### config.mk
export PLATFORM = sky130hd
export DESIGN_NAME = jtgng_snd_i2s
export DESIGN_NICKNAME = d
export VERILOG_FILES = /design/src/rtl/jtgng_snd_i2s_pkg.sv /design/src/rtl/jtgng_i2s_ser.sv /design/src/rtl/jtgng_snd_i2s.sv
export SDC_FILE = /design/constraint.sdc
export NUM_CORES = 1
export LEC_CHECK = 0
export ABC_AREA = 1
export BUFFER_PORTS_ARGS = -buffer_cell sky130_fd_sc_hd__buf_2
export CORE_MARGIN = 4
export CORE_UTILIZATION = 55
export DETAILED_ROUTE_END_ITERATION = 8
export PLACE_DENSITY = 0.71
export SYNTH_ARGS = -nofsm -noshare
export SYNTH_HDL_FRONTEND = slang
export SYNTH_HIERARCHICAL = 1
export SYNTH_SLANG_ARGS = --single-unit
### constraint.sdc
create_clock -name clk -period 12.23 [get_ports clk]
set_input_delay 2.446 -clock clk [delete_from_list [all_inputs] [get_ports clk]]
set_output_delay 2.446 -clock clk [all_outputs]
set_load 0.01 [all_outputs]
### src/rtl/jtgng_snd_i2s_pkg.sv
// Shared constants and the gain multiply for the jtgng I2S audio output stage.
package jtgng_snd_i2s_pkg;

    localparam int FRAME_BITS = 32;
    localparam int GAIN_ONE   = 256;
    localparam int GAIN_W     = 9;
    localparam int SLOT_W     = 5;
    localparam int SAMPLE_W   = 16;
    localparam int PROD_W     = SAMPLE_W + GAIN_W + 1;

    typedef logic signed [SAMPLE_W-1:0] sample_t;
    typedef logic [GAIN_W-1:0]          gain_t;

    // Gain is unsigned 0..256, so it is zero-extended before the signed multiply;
    // the arithmetic shift floors toward minus infinity and the result always fits 16 bits.
    function automatic sample_t applyGain(input sample_t s, input gain_t g);
        logic signed [PROD_W-1:0] prod;
        prod = PROD_W'(s) * PROD_W'($signed({1'b0, g}));
        return SAMPLE_W'(prod >>> 8);
    endfunction

endpackage

### src/rtl/jtgng_i2s_ser.sv
// I2S serialiser: derives bclk/lrck from clk by counting and shifts out a 32-bit frame word.
module jtgng_i2s_ser
    import jtgng_snd_i2s_pkg::*;
#(
    parameter int unsigned BCLK_DIV = 4
) (
    input  logic                  clk,
    input  logic                  rst_n,
    input  logic [FRAME_BITS-1:0] word_i,
    output logic                  load_o,
    output logic                  bclk_o,
    output logic                  lrck_o,
    output logic                  sdata_o,
    output logic                  frame_o
);

    localparam int DIV_W = (BCLK_DIV > 1) ? $clog2(BCLK_DIV) : 1;
    localparam logic [DIV_W-1:0]  DIV_LAST  = DIV_W'(BCLK_DIV - 1);
    localparam logic [SLOT_W-1:0] SLOT_LAST = SLOT_W'(FRAME_BITS - 1);

    logic [DIV_W-1:0]      divCnt_q, divCnt_d;
    logic [SLOT_W-1:0]     bitCnt_q, bitCnt_d;
    logic [FRAME_BITS-1:0] shift_q;
    logic                  bclk_q, lrck_q, sdata_q, frame_q, started_q;
    logic                  wrap, fallEv;

    assign wrap     = (divCnt_q == DIV_LAST);
    assign fallEv   = wrap & bclk_q;
    assign divCnt_d = wrap ? '0 : divCnt_q + DIV_W'(1);
    assign bitCnt_d = bitCnt_q + SLOT_W'(1);
    assign load_o   = fallEv & started_q & (bitCnt_q == SLOT_LAST);

    // The first falling event after reset only enters slot 0; later ones advance the slot.
    // Slot k outputs shift_q[31] after k-1 shifts, so slot 0 still carries the old frame's LSB.
    always_ff @(posedge clk or negedge rst_n) begin
        if (!rst_n) begin
            divCnt_q  <= '0;
            bitCnt_q  <= '0;
            shift_q   <= '0;
            bclk_q    <= 1'b0;
            lrck_q    <= 1'b0;
            sdata_q   <= 1'b0;
            frame_q   <= 1'b0;
            started_q <= 1'b0;
        end else begin
            divCnt_q <= divCnt_d;
            frame_q  <= load_o;
            if (wrap) begin
                bclk_q <= ~bclk_q;
            end
            if (fallEv) begin
                if (!started_q) begin
                    started_q <= 1'b1;
                    lrck_q    <= 1'b0;
                    sdata_q   <= 1'b0;
                end else begin
                    bitCnt_q <= bitCnt_d;
                    lrck_q   <= bitCnt_d[SLOT_W-1];
                    sdata_q  <= shift_q[FRAME_BITS-1];
                    shift_q  <= load_o ? word_i : {shift_q[FRAME_BITS-2:0], 1'b0};
                end
            end
        end
    end

    assign bclk_o  = bclk_q;
    assign lrck_o  = lrck_q;
    assign sdata_o = sdata_q;
    assign frame_o = frame_q;

endmodule

### src/rtl/jtgng_snd_i2s.sv
// Audio output stage: sample capture, soft-mute gain ramp and mono-duplicated I2S output.
module jtgng_snd_i2s
    import jtgng_snd_i2s_pkg::*;
#(
    parameter int unsigned BCLK_DIV  = 4,
    parameter int unsigned RAMP_STEP = 1
) (
    input  logic                       clk,
    input  logic                       rst_n,
    input  logic signed [SAMPLE_W-1:0] snd_in,
    input  logic                       sample,
    input  logic                       mute,
    output logic                       bclk,
    output logic                       lrck,
    output logic                       sdata,
    output logic                       frame,
    output logic                       muted
);

    localparam logic [GAIN_W:0] STEP  = (GAIN_W + 1)'(RAMP_STEP);
    localparam logic [GAIN_W:0] ONE_X = (GAIN_W + 1)'(GAIN_ONE);

    logic            sampleDly_q;
    sample_t         hold_q, scaled;
    gain_t           gain_q, gain_d;
    logic            muted_q;
    logic            loadEv;
    logic [GAIN_W:0] gainExt, gainUp;

    assign scaled  = applyGain(hold_q, gain_q);
    assign gainExt = {1'b0, gain_q};
    assign gainUp  = gainExt + STEP;

    // Saturating ramp, computed one bit wider so neither end can wrap.
    always_comb begin
        gain_d = gain_q;
        if (mute) begin
            gain_d = (gainExt > STEP) ? GAIN_W'(gainExt - STEP) : '0;
        end else begin
            gain_d = (gainUp > ONE_X) ? GAIN_W'(ONE_X) : GAIN_W'(gainUp);
        end
    end

    // The frame word is built from the gain before this load's update.
    always_ff @(posedge clk or negedge rst_n) begin
        if (!rst_n) begin
            sampleDly_q <= 1'b0;
            hold_q      <= '0;
            gain_q      <= '0;
            muted_q     <= 1'b1;
        end else begin
            sampleDly_q <= sample;
            if (sample && !sampleDly_q) begin
                hold_q <= snd_in;
            end
            if (loadEv) begin
                gain_q  <= gain_d;
                muted_q <= (gain_d == '0);
            end
        end
    end

    jtgng_i2s_ser #(
        .BCLK_DIV (BCLK_DIV)
    ) u_ser (
        .clk     (clk),
        .rst_n   (rst_n),
        .word_i  ({scaled, scaled}),
        .load_o  (loadEv),
        .bclk_o  (bclk),
        .lrck_o  (lrck),
        .sdata_o (sdata),
        .frame_o (frame)
    );

    assign muted = muted_q;

endmodule
==> run_results.csv <==
group,metric,value,unit
die,dieArea,0.0181,mm2
place,place.port_buffers,24,
die,start_util,0.557,
die,io_pins,25,
setup_path,start_kind,"flop",
global_routing,grt.total_usage,0.225,
clock_tree,cts_made_buffers,9,
setup_path,crit_fanout,27,
setup_path,cp_slowest_cell,"dfrtp_1",
logic_synthesis,ys_async_sr_fraction,1.00,
logic_synthesis,synth_top_flop_cell,"dfrtp_1",
logic_synthesis,syn_inst,1118,
finish,area_growth,5.08,%
sta,maxSlewHeadroom,0.338,
die,die_w,135,um
finish,fin_nets,1291,
min_path,min_to,"u_ser/divCnt_q[0]",
logic_synthesis,ys_ff_latch,71,
global_routing,busiest_layer,"met2",
finish,multi_input_area,0.00575,mm2
setup_path,r2r-start,"gain_q[2]",
logic_synthesis,syn_nets,1308,
global_routing,use_met3,0.0317,
sta,fin_tns_setup,0,ns
global_routing,use_met1,0.303,
logic_synthesis,synth_edf_count,0,
setup_path,cp.required,12.48,ns
logic_synthesis,seq_area_frac_synth,0.202,
clock_tree,cts_resized,0,
flow_run,maxCapViolations,0,
logic_synthesis,avgSynthCellArea,7.89,um2
sta,rsz0062_at_grt,"no",
sta,finalCriticalPeriod,6.06,ns
finish,drive_gt1_frac,0.0823,
clock_tree,hold_buffers,0,
outcome,status,"finished clean",
global_routing,grt_max_degree,72,
sta,setup_violations,0,
logic_synthesis,syn_area,0.00882,mm2
global_routing,use_met2,0.375,
clock_tree,cts_max_level,3,
setup_path,ff2ff_path_depth,19,
global_routing,grt-ovfl-total,0,
clock_tree,clock_latency,0.34,ns
global_routing,grt_first_pass_wirelength,32.6,mm
die,num_rows,46,
clock_tree,clk_pin_slew,0.06,ns
clock_tree,post_cts_buffers,0,
finish,seqCellArea,0.00178,mm2
clock_tree,clockBufferDepth,2,
setup_path,r2r-end,"u_ser/shift_q[12]",
route,drt_wl_total,18.9,mm
route,num_vias,6756,
sta,tightest_slew,0.992,ns
setup_path,cpPeakStageDelay,0.93,ns
sta,max_freq,165,MHz
route,drt_iter0_drc,467,
sta,slew_violations,0,
logic_synthesis,synthDistinctLibCells,45,
sta,finClkSkew,0.00914,ns
setup_path,reg2reg_setup_slack,6.17,ns
finish,nFillCells,1444,
place,place_hpwl,14.4,mm
route,drc,0,
die,die_h,135,um
setup_path,critPathCaptureType,"flop",
die,fp.coreArea,0.0158,mm2
min_path,min_from,"u_ser/divCnt_q[0]",
route,ant_nets,0,
route,drt_first_pass_iters,5,
min_path,min_path_type,"flop to flop",
min_path,hold_depth,1,
setup_path,worstPathCellList,"nand2_1 > fa_1 > inv_1 > fa_1 > inv_1 > fa_1 > fa_1 > inv_1 > fa_1 > ha_1 > nand2_1 > nor4_1 > nand2_1 > o211ai_1 > xor2_1 > nand2_1 > o21ai_0 > nand2_1 > o21ai_0",
clock_tree,cts.sinks,71,
sta,worst_hold_slack,0.441,ns
clock_tree,cts_tree,"done",
sta,layout_worst_path_cycle_share,0.495,
route,avgRoutedWirePerCell,14.3,um
global_routing,antenna_found_initial,0,
route,vias_per_cell,5.11,
global_routing,grt_pass1_vias,6842,
place,gp_routability_congestion,0.869,
setup_path,path_class,"flop to flop",
sta,hold_viol,0,
logic_synthesis,yosysWarnings,6,
setup_path,crit_arrival,6.31,ns
finish,num_antenna_cells,0,
clock_tree,clockRootBuffer,"clkbuf_16",
## cell type report
class,instances,area share
clock buffers,9,0.0243
clock inverters,7,0.0111
inverters,269,0.109
multi-input cells,725,0.620
flip-flops and latches,71,0.192
well taps,216,0.0292
repair buffers,25,0.0140
## how the worst max path moves through the flow
| stage | endpoint | start | cells after the start |
|---|---|---|---|
| after CTS | u_ser/shift_q[12] | gain_q[2] | 19 |
| after detailed placement | u_ser/shift_q[12] | gain_q[2] | 19 |
| after floorplan | u_ser/shift_q[9] | gain_q[2] | 28 |
| final | u_ser/shift_q[12] | gain_q[2] | 19 |
| after global placement | u_ser/shift_q[29] | gain_q[1] | 20 |
| after global routing | u_ser/shift_q[30] | gain_q[2] | 21 |
## layout by cell type, fill, tap and decap left out, drive strengths merged, types with 3 or more instances in the layout
| cell | synthesis | layout |
|---|---|---|
| mux2 | 16 | 16 |
| o21ai | 88 | 88 |
| nor3 | 8 | 8 |
| dfrtp | 70 | 70 |
| o211ai | 3 | 3 |
| clkbuf | 22 | 9 |
| fa | 114 | 114 |
| nand3 | 24 | 24 |
| xnor2 | 8 | 8 |
| inv | 268 | 271 |
| buf | 31 | 25 |
| xor2 | 27 | 27 |
| nand4 | 8 | 8 |
| ha | 56 | 56 |
| nor4 | 3 | 3 |
| nand2 | 298 | 298 |
| a21oi | 31 | 31 |
| nor2 | 35 | 35 |
## per-stage QoR
stage,util,cell area (um2),cells,worst slack (ns)
2_1_floorplan,-,8820,1118,6.76
3_3_place_gp,0.565,8940,1306,6.29
3_5_place_dp,0.565,8940,1306,6.20
4_1_cts,0.586,9270,1322,6.17
5_1_grt,0.586,9270,1322,5.65
6_report,0.586,9270,1322,6.17
## state kept, by name, summed over array words and instances, names as in the netlist
name and cells:
u_ser/sdata_o 1, u_ser/bitCnt_q 5, hold_q 16, u_ser/shift_q 32, u_ser/frame_o 1, muted 1, u_ser/lrck_o 1, gain_q 9
u_ser/divCnt_q 2, u_ser/started_q 1, u_ser/bclk_o 1, sampleDly_q 1
## synth_stat cells (2+ instances only)
cell        n  share of area
nor2_4      2         0.0026
nor4_1      3         0.0021
ha_1       56          0.079
nand4_1     7         0.0050
nor2_1     30          0.013
o21ai_0    74          0.042
nor3_1      6         0.0034
fa_1      114           0.26
clkbuf_2    2         0.0011
dfrtp_1    70           0.20
buf_8       2         0.0034
nand3_2     3         0.0034
nor3_2      2         0.0023
clkbuf_1   20         0.0085
nor2_2      2         0.0014
nand2_2     3         0.0021
inv_2       6         0.0026
inv_4       2         0.0014
buf_1       7         0.0030
o21ai_1     7         0.0040
a21oi_1    30          0.017
buf_4       5         0.0043
nand3_1    20          0.011
buf_2      14         0.0079
buf_6       3         0.0038
xor2_1     27          0.027
nand2_1   294           0.13
o21ai_2     7         0.0069
o211ai_1    3         0.0026
inv_1     260           0.11
xnor2_1     8         0.0079
mux2_2     16          0.020
## per-layer routing
layer,vias to the layer above,share of wire
met3,37,0.050
met2,185,0.48
met5,-,0
met4,0,0.029
li1,3281,-
met1,3253,0.44
## critical path, delay by kind of cell, from the launching register on
kind	cells	cell delay [ns]
DFF	1	0.93
and+or+nand+nor	6	0.92
AOI/OAI and AO/OA	3	0.51
xor gates and xnor gates	1	0.25
buffers and inverters	3	0.28
adders and majority gates	6	3.07
## cells by family after synthesis
kind of cell	Yosys count	synth area share
AND/OR/NAND/NOR	376	0.179
buffers and inverters	322	0.147
adder cells (fa/ha/maj)	170	0.338
AO/OA/AOI/OAI	128	0.0787
flip-flops	71	0.202
XOR/XNOR	35	0.0347
multiplexers	16	0.0204
Power is left out: the tool's default activity adds up to more than one toggle a clock period on the data nets, which glitch-free logic cannot reach.
